==> src/rtl/dmni_br_mailbox.sv <==
// dmni_br_mailbox: BrLite broadcast FIFO exposed through the DMNI MMR window 0x40-0x4C.
module dmni_br_mailbox #(
    parameter int PAYLOAD_W    = 16,
    parameter int SEQ_W        = 16,
    parameter int KSVC_W       = 4,
    parameter int DEPTH        = 8,
    parameter bit DROP_ON_FULL = 1'b1
) (
    input  logic                 clk_i,
    input  logic                 rst_ni,
    input  logic                 br_req_i,
    output logic                 br_ack_o,
    input  logic [KSVC_W-1:0]    br_ksvc_i,
    input  logic [SEQ_W-1:0]     br_seq_source_i,
    input  logic [PAYLOAD_W-1:0] br_payload_i,
    input  logic                 cfg_sel_i,
    input  logic                 cfg_we_i,
    input  logic [7:0]           cfg_addr_i,
    input  logic [31:0]          cfg_data_i,
    output logic [31:0]          cfg_data_o,
    output logic                 irq_o
);
    localparam int AW = $clog2(DEPTH);
    localparam int CW = AW + 1;

    logic [KSVC_W-1:0]    mem_ksvc    [DEPTH];
    logic [SEQ_W-1:0]     mem_seq     [DEPTH];
    logic [PAYLOAD_W-1:0] mem_payload [DEPTH];
    logic [AW-1:0]        wr_ptr, rd_ptr;
    logic [CW-1:0]        count, count_nxt;
    logic [7:0]           drop_cnt;
    logic                 ovf, irq_en, irq_en_nxt;
    logic                 full, empty, rd, wr, pop, take, push, drop, clr;
    logic [31:0]          rdata;
    logic                 cfg_unused;

    assign cfg_unused = ^cfg_data_i[31:1];
    assign full       = count == CW'(DEPTH);
    assign empty      = count == '0;
    assign br_ack_o   = DROP_ON_FULL ? 1'b1 : ~full;
    assign rd         = cfg_sel_i & ~cfg_we_i;
    assign wr         = cfg_sel_i & cfg_we_i;
    assign pop        = rd & (cfg_addr_i == 8'h44) & ~empty;
    assign take       = br_req_i & br_ack_o;
    // a pop in the same cycle frees the slot, so a full FIFO still accepts
    assign push       = take & (~full | pop);
    assign drop       = take & full & ~pop;
    assign clr        = wr & (cfg_addr_i == 8'h48);
    assign irq_en_nxt = (wr & (cfg_addr_i == 8'h4C)) ? cfg_data_i[0] : irq_en;
    assign count_nxt  = count + CW'(push) - CW'(pop);

    always_comb begin
        rdata = (cfg_addr_i == 8'h40) ? {empty, 31'(empty ? '0 : mem_ksvc[rd_ptr])} :
                (cfg_addr_i == 8'h44) ? (empty ? '0 : 32'({mem_seq[rd_ptr], mem_payload[rd_ptr]})) :
                (cfg_addr_i == 8'h48) ? {ovf, 7'b0, drop_cnt, 8'b0, 8'(count)} :
                (cfg_addr_i == 8'h4C) ? {31'b0, irq_en} : '0;
    end

    always_ff @(posedge clk_i) begin
        if (push) begin
            mem_ksvc[wr_ptr]    <= br_ksvc_i;
            mem_seq[wr_ptr]     <= br_seq_source_i;
            mem_payload[wr_ptr] <= br_payload_i;
        end
    end

    always_ff @(posedge clk_i or negedge rst_ni) begin
        if (!rst_ni) begin
            wr_ptr     <= '0;
            rd_ptr     <= '0;
            count      <= '0;
            drop_cnt   <= '0;
            ovf        <= 1'b0;
            irq_en     <= 1'b0;
            cfg_data_o <= '0;
            irq_o      <= 1'b0;
        end else begin
            if (push) wr_ptr <= wr_ptr + AW'(1);
            if (pop) rd_ptr <= rd_ptr + AW'(1);
            if (rd) cfg_data_o <= rdata;
            count    <= count_nxt;
            drop_cnt <= clr ? 8'd0 : (drop && drop_cnt != 8'hFF) ? drop_cnt + 8'd1 : drop_cnt;
            ovf      <= clr ? 1'b0 : ovf | drop;
            irq_en   <= irq_en_nxt;
            irq_o    <= irq_en_nxt & (count_nxt != '0);
        end
    end
endmodule
==> config.mk <==
export PLATFORM = sky130hd
export DESIGN_NAME = dmni_br_mailbox
export DESIGN_NICKNAME = d
export VERILOG_FILES = /design/src/rtl/dmni_br_mailbox.sv
export SDC_FILE = /design/constraint.sdc
export NUM_CORES = 1
export LEC_CHECK = 0
export BUFFER_PORTS_ARGS = -buffer_cell sky130_fd_sc_hd__buf_2
export CORE_ASPECT_RATIO = 1.2
export CORE_MARGIN = 5
export CORE_UTILIZATION = 25
export CTS_CLUSTER_DIAMETER = 60
export DETAILED_ROUTE_END_ITERATION = 6
export SLEW_MARGIN = 10
export SYNTH_ARGS = -nofsm -noshare
export SYNTH_HDL_FRONTEND = slang
export SYNTH_SLANG_ARGS = --single-unit
==> constraint.sdc <==
create_clock -name clk_i -period 5.17 [get_ports clk_i]
set_input_delay 0.517 -clock clk_i [delete_from_list [all_inputs] [get_ports clk_i]]
set_output_delay 0.517 -clock clk_i [all_outputs]
set_load 0.005 [all_outputs]
==> results.sh <==
export IMPL_outcome="finished clean"
export IMPL_drc_errors=0
export IMPL_finalSetupViolCount=0
export IMPL_pin_count=115
export IMPL_die_area_sq_um=57610
export IMPL_skew_ns=0.01425
export IMPL_synth_edf_count=288
export IMPL_cp_top_family="simple AND/OR/NAND/NOR gates"
export IMPL_syn_inst=662
export IMPL_ys_top_cells_by_count="288 x edfxtp_1, 71 x mux4_2, 53 x dfrtp_1"
export IMPL_numCtsBuffers=39
export IMPL_grt_pass1_vias=6929
export IMPL_fin_crit_sh_pct=62.69
export IMPL_area_growth_syn_to_layout_pct=20.62
export IMPL_synth_seq_cells=341
export IMPL_p_comb_share_pct=11.0
export IMPL_ys_types=45
export IMPL_worstSkewPairLatency_ns=0.52
export IMPL_via_per_inst=4.265
export IMPL_initial_utilization_pct=25.19
export IMPL_power_frac_seq_pct=49.8
export IMPL_placed_area_sq_um=14630
export IMPL_cts_resized=0
export IMPL_multiInputGateArea_sq_um=3115
export IMPL_drive_gt1_share_pct=31.00
export IMPL_end_kind="flop"
export IMPL_post_synth_top_count_cell="edfxtp_1"
export IMPL_antenna_found_initial=7
export IMPL_hold_violations=0
export IMPL_syn_area_per_cell_sq_um=19.98
export IMPL_cp_max_fo=20
export IMPL_yosysTopAreaCell="edfxtp_1"
export IMPL_tritoncts="done"
export IMPL_rsz0062_at_grt="false"
export IMPL_dr_total_vias=6431
export IMPL_antenna_left=0
export IMPL_grt_ovfl_total=0
export IMPL_coreArea_sq_um=52490
export IMPL_switching_share_pct=23.42
export IMPL_crit_path_cell_trace="inv_1 > ha_1 > a211oi_2 > and2_1 > o211ai_1 > nor2_4 > buf_12"
export IMPL_p_switching_mw=1.650
export IMPL_path_buf_inv=2
export IMPL_synth_nets=752
export IMPL_place_hpwl_um=17640
export IMPL_avgRoutedWirePerCell_um=19.18
export IMPL_cap_violations=0
export IMPL_synthFlopType="edfxtp_1"
export IMPL_cts_buffer_depth=3
export IMPL_hold_path_class="input pin to flop"
export IMPL_tightest_slew_ns=1.020
export IMPL_peakVddDrop_mv=0.2619
export IMPL_synth_seq_area_share_pct=75.43
export IMPL_synthTopCellsByArea="edfxtp_1 65%, mux4_2 12%, dfrtp_1 10%"
export IMPL_grt_usage_pct=10.11
export IMPL_max_freq_mhz=308.5
export IMPL_clock_tree_root_cell="clkbuf_16"
export IMPL_yosysWarningCount=0
export IMPL_start_kind="flop"
export IMPL_yosysTopAreaCellShare_pct=65.40
export IMPL_drt_pass1_iter_count=4
export IMPL_synthArstFlopShare_pct=15.54
export IMPL_design_area_sq_um=15950
export IMPL_worstPathArrival_ns=3.45
export IMPL_clk_pin_slew_ns=0.06
export IMPL_drt_iter0_markers=410
export IMPL_fin_crit_ns=3.241
export IMPL_io_buffers=82
export IMPL_leakagePower_nw=5.268
export IMPL_grt_max_degree=45
export IMPL_totalWireLength_um=28930
export IMPL_drv_slew=0
export IMPL_placed_cells=1433
export IMPL_hold_ws_ns=0.2630
export IMPL_setup_tns_ns=0
export IMPL_powerDensity_nw_per_um2=441.8
export IMPL_fin_nets=860
export IMPL_post_cts_setup_buffer_count=0
export IMPL_n_fill_cell=5184
export IMPL_die_h_um=261.9
export IMPL_cp_slowest_cell="nor2_4"
export IMPL_p_clk_share_pct=39.3
export IMPL_max_slew_margin_rel_pct=31.97
export IMPL_gp_congestion=0.6908
export IMPL_h_tree_depth=2
export IMPL_p_int_mw=5.396
export IMPL_cp_required_ns=5.38
export IMPL_syn_cell_area_sq_um=13220
export IMPL_num_rows=92
export IMPL_fp_dieW_um=220.0
export IMPL_fin_cells=1508
export IMPL_crit_type="flop to flop"
export IMPL_clock_sinks=341
export IMPL_max_stage_delay_ns=0.71
export IMPL_regArea_sq_um=9983
export IMPL_grt_first_pass_wirelength_um=43930
-- cell families after synthesis --
family / after synthesis / synth area share, %
xor gates and xnor gates: 11 / 0.7285
and+or+nand+nor: 77 / 2.848
DFF: 341 / 75.43
muxes: 112 / 15.28
AOI/OAI and AO/OA: 68 / 3.312
other: 1 / 0.02836
adders and majority gates: 9 / 0.9084
buffers and inverters: 43 / 1.467
-- cells in the final DEF (no fill, tap or decap), types with 2 or more instances in the layout --
master,synthesis,routed
a22oi_1,11,11
edfxtp_1,288,288
o211ai_1,9,9
mux2_2,5,5
clkbuf_1,13,11
clkinv_2,0,4
and2_1,2,2
xnor2_1,10,10
buf_12,0,6
buf_2,14,82
nand2_1,33,32
nand2b_1,6,5
clkinv_1,0,6
mux4_2,71,71
nor2b_1,2,2
o21ai_0,28,28
inv_1,10,10
and3_1,2,2
mux2i_1,35,35
dfrtp_1,53,50
clkbuf_16,0,41
a21oi_1,6,6
nand3_1,4,4
nor3_2,0,2
and4_1,3,3
a211oi_1,5,5
diode_2,0,3
nor2_4,0,6
ha_1,8,8
bufinv_16,0,5
nand4_1,2,2
nor2_1,15,9
dfrtp_4,0,2
buf_4,4,11
-- power groups by stage --
stage | Sequential (mW) | Combinational (mW) | Clock (mW)
final | 3.51 | 0.772 | 2.77
after floorplan | 3.54 | 0.456 | 0
after detailed placement | 3.57 | 0.797 | 0
after CTS | 3.51 | 0.800 | 2.84
after global placement | 3.55 | 0.782 | 0
after global routing | 3.54 | 0.854 | 2.97
-- cell type report --
type / count / area share, %
Multi-Input combinational cell: 278 / 19.53
Clock buffer: 53 / 6.778
Tap cell: 705 / 5.530
Antenna cell: 3 / 0.04707
Clock inverter: 18 / 1.381
Sequential cell: 341 / 62.59
Timing Repair Buffer: 100 / 3.906
Inverter: 10 / 0.2353
-- final timing paths --
path	start	to	slack [ns]	cells past startpoint
setup / recovery	count[2]$_DFF_PN0_	mem_payload[3][9]$_DFFE_PP_	1.93	7
hold / removal	br_seq_source_i[13]	mem_seq[3][13]$_DFFE_PP_	0.26	1
setup reg to reg	count[2]$_DFF_PN0_	mem_payload[3][9]$_DFFE_PP_	1.93	7
hold reg to reg	cfg_data_o[4]$_DFFE_PN0P_	cfg_data_o[4]$_DFFE_PN0P_	0.48	2
max in group asynchronous	rst_ni	rd_ptr[0]$_DFFE_PN0N_	3.69	3
min in group asynchronous	rst_ni	cfg_data_o[19]$_DFFE_PN0P_	0.44	2
-- layer usage --
metal / share of wire (%) / global-route usage, % / vias up
li1: - / - / 2901
met1: 43 / 13.16 / 3353
met2: 50 / 17.15 / 123
met3: 5.1 / 2.408 / 48
met4: 1.6 / 2.445 / 6
met5: 0.14 / 0 / -
-- timing repair --
action | CTS | global route
endpoints found under the hold margin | 9 | 0
setup endpoints to repair | 0 | 0
hold buffers | 1 | 0
-- flip-flops by register name, summed over array words and instances (netlist names) --
register and flops:
wr_ptr 3, count 4, cfg_data_o 32, irq_en 1, mem_seq 128, ovf 1
mem_payload 128, irq_o 1, rd_ptr 3, drop_cnt 8, mem_ksvc 32
-- worst register-to-register path, stage by stage (launching register included) --
cell	delay, ns
dfrtp_1	0.36
inv_1	0.08
ha_1	0.23
a211oi_2	0.48
and2_1	0.42
o211ai_1	0.37
nor2_4	0.71
buf_12	0.29
-- through the flow --
stage / util [%] / power, mW / setup slack [ns]
floorplan: - / 3.996 / 0.3986
global placement: 27.87 / 4.330 / 1.492
global route: 30.37 / 7.367 / 1.617
finish: 30.39 / 7.046 / 1.929
CTS: 30.37 / 7.150 / 1.843
detailed placement: 27.87 / 4.362 / 1.414
Power figures use the tool's default switching activity.
